[src/rtl/inv_sqrt_arbiter.sv]
// Round-robin arbiter sharing one fixed-latency inverse-square-root datapath
// among N_REQ requesters, with per-requester credits and in-order result tagging.
module inv_sqrt_arbiter #(
    parameter int N_REQ   = 4,
    parameter int LATENCY = 4,
    parameter int MAX_OUT = 2
) (
    input  logic                 i_clk,
    input  logic                 i_rst,
    input  logic [N_REQ-1:0]     i_req_valid,
    input  logic [27*N_REQ-1:0]  i_req_x,
    output logic [N_REQ-1:0]     o_req_ready,
    output logic [26:0]          o_dp_x,
    input  logic [26:0]          i_dp_y,
    output logic [N_REQ-1:0]     o_res_valid,
    output logic [26:0]          o_res_data,
    output logic [2:0]           o_res_id,
    output logic                 o_res_err,
    output logic                 o_busy
);

    localparam int         TAG_W     = 5;
    localparam int         TAG_V     = 4;
    localparam logic [2:0] MAX_OUT_C = 3'(MAX_OUT);

    function automatic logic operand_illegal(input logic [26:0] x);
        return x[26] | (x[25:18] == 8'd0);
    endfunction

    logic [2:0]       rr_ptr_r;
    logic [2:0]       outstanding_r [N_REQ];
    // Stage 0 is captured alongside o_dp_x so the tail lines up with i_dp_y.
    logic [TAG_W-1:0] tag_r [LATENCY+1];

    logic [N_REQ-1:0] eligible_s;
    logic [N_REQ-1:0] rot_s;
    logic [N_REQ-1:0] grant_s;
    logic [N_REQ-1:0] retire_s;
    logic             grant_any_s;
    logic [2:0]       off_s;
    logic [3:0]       pos_s;
    logic [2:0]       grant_id_s;
    logic [2:0]       next_ptr_s;
    logic [26:0]      grant_x_s;
    logic [TAG_W-1:0] tag_in_s;
    logic [TAG_W-1:0] tag_end_s;

    // Eligibility: operand offered, a credit is free, not in reset.
    always_comb begin
        eligible_s = '0;
        for (int k = 0; k < N_REQ; k++) begin
            eligible_s[k] = i_req_valid[k] && (outstanding_r[k] < MAX_OUT_C) && !i_rst;
        end
    end

    // Round-robin pick: rotate so rr_ptr sits at bit 0, take the lowest set bit.
    always_comb begin
        rot_s       = N_REQ'({eligible_s, eligible_s} >> rr_ptr_r);
        grant_any_s = 1'b0;
        off_s       = 3'd0;
        for (int j = N_REQ - 1; j >= 0; j--) begin
            if (rot_s[j]) begin
                grant_any_s = 1'b1;
                off_s       = 3'(j);
            end else begin
                grant_any_s = grant_any_s;
            end
        end
        pos_s       = {1'b0, rr_ptr_r} + {1'b0, off_s};
        grant_id_s  = (pos_s >= 4'(N_REQ)) ? 3'(pos_s - 4'(N_REQ)) : pos_s[2:0];
        next_ptr_s  = (grant_id_s == 3'(N_REQ - 1)) ? 3'd0 : grant_id_s + 3'd1;
        grant_s     = grant_any_s ? ({{(N_REQ-1){1'b0}}, 1'b1} << grant_id_s) : '0;
        o_req_ready = grant_s;
    end

    // Granted operand mux and the tag that travels with it.
    always_comb begin
        grant_x_s = 27'd0;
        for (int k = 0; k < N_REQ; k++) begin
            grant_x_s = grant_x_s | (grant_s[k] ? i_req_x[27*k +: 27] : 27'd0);
        end
        tag_in_s  = {grant_any_s, grant_id_s, grant_any_s & operand_illegal(grant_x_s)};
        tag_end_s = tag_r[LATENCY];
        for (int k = 0; k < N_REQ; k++) begin
            retire_s[k] = tag_end_s[TAG_V] && (tag_end_s[3:1] == 3'(k));
        end
    end

    // Issue register and round-robin pointer.
    always_ff @(posedge i_clk) begin
        if (i_rst) begin
            o_dp_x   <= 27'd0;
            rr_ptr_r <= 3'd0;
        end else begin
            o_dp_x   <= grant_x_s;
            rr_ptr_r <= grant_any_s ? next_ptr_s : rr_ptr_r;
        end
    end

    // Tag shift register mirroring the datapath pipeline.
    always_ff @(posedge i_clk) begin
        if (i_rst) begin
            for (int i = 0; i <= LATENCY; i++) begin
                tag_r[i] <= '0;
            end
        end else begin
            tag_r[0] <= tag_in_s;
            for (int i = 1; i <= LATENCY; i++) begin
                tag_r[i] <= tag_r[i-1];
            end
        end
    end

    // Per-requester credit counters; a grant and a retire on one edge cancel.
    always_ff @(posedge i_clk) begin
        for (int k = 0; k < N_REQ; k++) begin
            if (i_rst) begin
                outstanding_r[k] <= 3'd0;
            end else begin
                case ({grant_s[k], retire_s[k]})
                    2'b10:   outstanding_r[k] <= outstanding_r[k] + 3'd1;
                    2'b01:   outstanding_r[k] <= outstanding_r[k] - 3'd1;
                    default: outstanding_r[k] <= outstanding_r[k];
                endcase
            end
        end
    end

    // Result register: strobe, owner, error flag and masked data.
    always_ff @(posedge i_clk) begin
        if (i_rst) begin
            o_res_valid <= '0;
            o_res_data  <= 27'd0;
            o_res_id    <= 3'd0;
            o_res_err   <= 1'b0;
        end else begin
            o_res_valid <= retire_s;
            o_res_data  <= tag_end_s[0] ? 27'd0 : i_dp_y;
            o_res_id    <= tag_end_s[3:1];
            o_res_err   <= tag_end_s[0];
        end
    end

    // Busy while any tag is live or any credit is held.
    always_comb begin
        o_busy = 1'b0;
        for (int i = 0; i <= LATENCY; i++) begin
            o_busy = o_busy | tag_r[i][TAG_V];
        end
        for (int k = 0; k < N_REQ; k++) begin
            o_busy = o_busy | (outstanding_r[k] != 3'd0);
        end
    end

endmodule

[config.mk]
export PLATFORM = sky130hd
export DESIGN_NAME = inv_sqrt_arbiter
export DESIGN_NICKNAME = d
export VERILOG_FILES = /design/src/rtl/inv_sqrt_arbiter.sv
export SDC_FILE = /design/constraint.sdc
export NUM_CORES = 1
export LEC_CHECK = 0
export CAP_MARGIN = 20
export CORE_MARGIN = 8
export CORE_UTILIZATION = 44
export CTS_CLUSTER_SIZE = 10
export DETAILED_ROUTE_END_ITERATION = 10
export GPL_TIMING_DRIVEN = 1
export PLACE_DENSITY = 0.86
export REMOVE_ABC_BUFFERS = 1
export SKIP_LAST_GASP = 1
export SLEW_MARGIN = 20
export SYNTH_ARGS = -nofsm -noshare
export SYNTH_HDL_FRONTEND = slang
export SYNTH_SLANG_ARGS = --single-unit
[constraint.sdc]
create_clock -name i_clk -period 24.2 [get_ports i_clk]
set_input_delay 7.26 -clock i_clk [delete_from_list [all_inputs] [get_ports i_clk]]
set_output_delay 7.26 -clock i_clk [all_outputs]
set_load 0.02 [all_outputs]
**Word level (Yosys, flattened, before mapping)**

Memories as Yosys holds them, arrays and structs flattened.
Cells that the tools add are included.

- Add/sub/neg operators: 11
- Order comparisons: 5
- Eq/ne operators: 12
- Shifts and indexed selects: 2
- Mux-type cells: 71
- Bitwise operators: 30
- Reductions and logical operators: 24

Operators by type and width:

| kind | number |
|---|---|
| 2-to-1 mux 27 bit | 4 |
| bitwise OR 27 bit | 3 |
| 2-to-1 mux 3 bit | 17 |
| 2-to-1 mux 1 bit | 43 |
| bitwise OR 1 bit | 26 |
| 2-to-1 mux 5 bit | 5 |
| adder 3 x 1 -> 3 bit (second input constant) | 5 |
| logical AND 1 bit | 12 |
| < comparator 3 x 2 -> 1 bit (second input constant) | 4 |
| nonzero test 3 bit | 4 |
| subtractor 3 x 1 -> 3 bit (second input constant) | 4 |
| OR reduction 2 bit | 5 |
| equality test 3 x 2 -> 1 bit (second input constant) | 3 |
| equality test 2 x 1 -> 1 bit (second input constant) | 4 |
| equality test 2 bit (second input constant) | 4 |
| zero test 8 bit | 1 |
| >> shifter 8 x 3 -> 4 bit | 1 |
| adder 3 x 3 -> 4 bit | 1 |
| greater-or-equal comparator 4 x 3 -> 1 bit (second input constant) | 1 |
| 2-to-1 mux 4 bit | 1 |
| left shift 1 x 3 -> 4 bit (first input constant) | 1 |
| equality test 3 x 1 -> 1 bit (second input constant) | 1 |
| zero test 3 bit | 1 |
| subtractor 3 bit (second input constant) | 1 |
| 3 further kinds | 3 |

- Flip-flop bits (word level): 65
- Bits in writable memories: 37
- Input bits: 141
- Word-level logic and storage cells: 163
- Memories kept: 2

Memories:

| memory | words | bits a word | read ports | clocked after Yosys merged registers in | write ports | line | text |
|---|---|---|---|---|---|---|---|
| tag_r | 5 | 5 | 5 | 0 | 5 | 33 | `logic [TAG_W-1:0] tag_r [LATENCY+1];` |
| outstanding_r | 4 | 3 | 4 | 0 | 4 | 31 | `logic [2:0] outstanding_r [N_REQ];` |

**Logic depth before layout (Yosys ltp)**

An unclocked memory read counts as a cell.

- Depth after elaboration: 22
- Depth in mapped cells: 20

**Least setup slack after synthesis**

OpenSTA, ideal clock, no wires.

- Kind: input to output
- Start point: in i_rst
- End point: out o_req_ready[0]
- Data arrival time: 10.687 ns
- Setup slack: 6.253 ns
- Stages: 14
- Cells stage by stage: buf_2 > or4b_2 > clkbuf_1 > a31oi_1 > o22ai_1 > o2bb2ai_1 > ha_1 > fa_1 > inv_1 > ha_1 > clkbuf_1 > clkbuf_1 > clkbuf_1 > and3_1

- Longest elaborated chain between the ends: 12

RTL lines:

| element | line | text |
|---|---|---|
| from (decl) | 9 | `input logic i_rst,` |
| zero test 1 bit (*) | 52 | `eligible_s[k] = i_req_valid[k] && (outstanding_r[k] < MAX_OUT_C) && !i_rst;` |
| logical AND 1 bit | 52 |  |
| >> shifter 8 x 3 -> 4 bit (*) | 58 | `rot_s = N_REQ'({eligible_s, eligible_s} >> rr_ptr_r);` |
| 2-to-1 mux 2 bit | 62 | `if (rot_s[j]) begin` |
| 2-to-1 mux 3 bit (2 in a row) | 62 |  |
| 2-to-1 mux 3 bit (*) | 62 |  |
| adder 3 x 3 -> 4 bit (*) | 69 | `pos_s = {1'b0, rr_ptr_r} + {1'b0, off_s};` |
| greater-or-equal comparator 4 x 3 -> 1 bit / subtractor 3 bit (equally long branches) | 70 | `grant_id_s = (pos_s >= 4'(N_REQ)) ? 3'(pos_s - 4'(N_REQ)) : pos_s[2:0];` |
| 2-to-1 mux 3 bit (*) | 70 |  |
| net grant_id_s[1] | 42 | `logic [2:0] grant_id_s;` |
| left shift 1 x 3 -> 4 bit (*) | 72 | `grant_s = grant_any_s ? ({{(N_REQ-1){1'b0}}, 1'b1} << grant_id_s) : '0;` |
| 2-to-1 mux 4 bit (*) | 72 |  |
| to (decl) | 12 | `output logic [N_REQ-1:0] o_req_ready,` |

The timed path passes the listed nets; every way through them passes the cells marked *.

**Worst setup path in the final report**

Same ends and word-level chain as after synthesis.

==> summary.txt <==
Critical path
  • R2r setup slk: 19.18 ns
  • Critical path's slowest cell: ha_1
  • Crit path max fanout: 58
  • Worst path max stage delay: 0.86 ns
  • Crit path arrival time: 11.79 ns
  • Worst R2R Start: outstanding_r[3][2]
  • Worst Setup End Kind: primary output
  • Worst setup endpoint: o_req_ready[0]
  • FF-to-FF path depth: 16
  • Cells along the critical path: buf_2 -> or4b_1 -> nor3b_1 -> a22oi_1 -> o31ai_1 -> fa_1 -> inv_1 -> ha_1 -> and3_1 -> clkdlybuf4s50_1
  • RR Endpoint: outstanding_r[2][2]
  • Critical Path Start: i_rst
  • Setup crit start kind: primary input
  • Req. time, crit path: 16.94 ns
  • Critical path class: primary input to primary output

CTS
  • Htree depth: 3
  • CTS root buf: clkbuf_8
  • Sink Count: 102
  • TritonCTS Buffers: 9
  • Clk_lat worst skew: 0.36 ns
  • TritonCTS clock tree: built
  • Post-CTS setup buffers: 0
  • Post-CTS sizing: 0
  • Clock-pin slew on the worst setup and hold paths: 0.10 ns
  • Hold Buf Count CTS: 0
  • CTS max path bufs: 2

Cells and area
  • Area Growth Syn to Fin: 55.02%
  • Fin nets: 774
  • Commonest cells after routing, fill and taps aside: clkdlybuf4s50_1, dfxtp_1, a22oi_1, nor2_1, nor2b_1
  • Util after Layout: 0.6871
  • Layout Cells excl Fill: 746
  • Share of post-route cells with drive strength above 1: 0.04731
  • Antenna diodes: 0
  • Commonest non-fill, non-tap cell in the layout: clkdlybuf4s50_1
  • Design Area, Final: 6593 um2

Placed design
  • IO Port Bufs: 207
  • Placed inst area: 6392 um2
  • Placed Cells: 730
  • Pre-CTS WS: 5.163 ns
  • Detail Placement HPWL: 10.64 mm
  • GPL Wtd Cong: 0.8360

Global routing
  • Vias in the first global route: 4131
  • GR Overflow Total: 0
  • Total GRT Usage: 0.1995
  • First-pass GRT wire length: 20.52 mm
  • Largest net degree at the start of global routing: 59
  • Initial antenna violation count: 0

Floorplan
  • Die ar.: 13070 um2
  • Core Area: 9594 um2
  • Die X: 114.3 um
  • Die H: 114.3 um
  • Rows: 36
  • Ports: 208
  • Initial cell density of the core: 0.4433

Logic synthesis
  • Synth Cell Area: 4253 um2
  • Syn. warnings: 0
  • Seq/Total Area, Yosys: 0.5084
  • Async SR Flop Fraction: 0
  • Synth Instances: 414
  • Main synth FF type: dfxtp_1
  • Flops & latches, synth: 102
  • Post-synth EDFFs: 12
  • Yosys cell types: 47
  • Syn avg cell area: 10.27 um2

Drt
  • DR vias: 3855
  • First-iteration detailed-routing DRC count: 251
  • Routed Antenna Nets: 0
  • Number of remaining DRC errors: 0
  • First-pass DRT Iterations: 5
  • Vias/cell: 5.168
  • Drt wl/cell: 17.86 um
  • DRT Wirelength: 13.33 mm

Timing
  • Post-route setup TNS: 0 ns
  • Tcrit/Tclk final: 0.7871
  • Final setup violating endpoints: 0
  • Worst clock skew: 0.01937 ns
  • RSZ-0062 raised after global routing: false
  • Pins Over Slew Limit: 0
  • Final worst slack: 5.152 ns
  • Worst slew margin: 0.2853
  • Min Tclk post-route: 19.05 ns
  • Worst-Margin Slew: 1.072 ns
  • Fmax achieved: 52.50 MHz
  • Hold Fails Final Rpt: 0
  • Hold_ws: 0.4380 ns

Run status
  • Status: complete, no violations

Pwr
  • Worst vdd ir: 0.00006617 V
  • P_leak: 2.554 nW
  • Pwr Total: 0.6391 mW
  • PwrDens: 96.94 nW/um2

Hold path
  • Worst min-delay path class: flop to flop

Run
  • Max cap viols: 0
## cells by family after synthesis
logic type               Yosys count  synth area share
multiplexers                       7           0.01648
adder cells (fa/ha/maj)           25           0.07708
AND/OR/NAND/NOR                  131            0.1792
flip-flops                       102            0.5084
XOR/XNOR                           1          0.002060
AO/OA/AOI/OAI                    103            0.1756
buffers and inverters             45           0.04119
## cell usage after synthesis, drive strengths merged, types with 3 or more instances
cell type / count / area (um2)
dfxtp: 90 / 1802
a22oi: 37 / 277.8
nor2: 35 / 131.4
nor2b: 30 / 187.7
and2: 29 / 181.4
a21oi: 26 / 130.1
ha: 23 / 287.8
inv: 21 / 78.82
clkbuf: 19 / 71.32
a221oi: 12 / 105.1
edfxtp: 12 / 360.4
a22o: 9 / 78.83
nor3: 8 / 40.04
mux2i: 7 / 70.07
buf: 5 / 25.03
nand2: 5 / 26.27
a211oi: 4 / 30.03
and3: 4 / 25.02
o21bai: 4 / 30.03
nand4: 3 / 18.77
nor4b: 3 / 38.79
or4b: 3 / 33.78
## worst max-delay path, delay by kind of cell
kind	cells	cell delay, ns
simple gates	3	1.34
buf+inv	3	1.17
compound gates	2	0.59
fa+ha+maj	2	1.42
## per-layer routing
metal	up-vias	track usage	share of wire
li1	1853	-	-
met1	1800	0.2133	0.38
met2	175	0.3513	0.50
met3	27	0.06329	0.082
met4	0	0.09139	0.031
met5	-	0	0
## sequential cells by signal, summed over array words and instances, names as in the netlist
signal and flops:
o_res_id 3, outstanding_r 12, o_dp_x 27, o_res_err 1, tag_r 25, o_res_valid 4, rr_ptr_r 3, o_res_data 27
## final cells by class
type	count	area, um2
clock inverter	7	73.82
fill	737	3002
tap	133	166.4
multi-input combinational	267	1921
clock buffer	9	123.9
timing repair buffer	207	2067
inverter	21	78.83
sequential	102	2162
## worst min-delay path by stage
stage                         endpoint  depth (start not counted)          from  slack, ns
after floorplan           tag_r[0][10]                          1   tag_r[0][5]       0.41
after global placement    tag_r[0][11]                          1   tag_r[0][6]       0.42
after detailed placement  tag_r[0][15]                          1  tag_r[0][10]       0.42
after CTS                 tag_r[0][15]                          1  tag_r[0][10]       0.44
after global routing       tag_r[0][6]                          1   tag_r[0][1]       0.46
final                     tag_r[0][15]                          1  tag_r[0][10]       0.44
## where the power goes
group	total [mW]	internal [mW]	switching (mW)	leakage, nW
logic	0.319	0.142	0.177	1.59
clock network	0.103	0.0406	0.0624	0.101
registers	0.217	0.202	0.0154	0.865
Note: power is estimated with default switching activity, not from simulation.
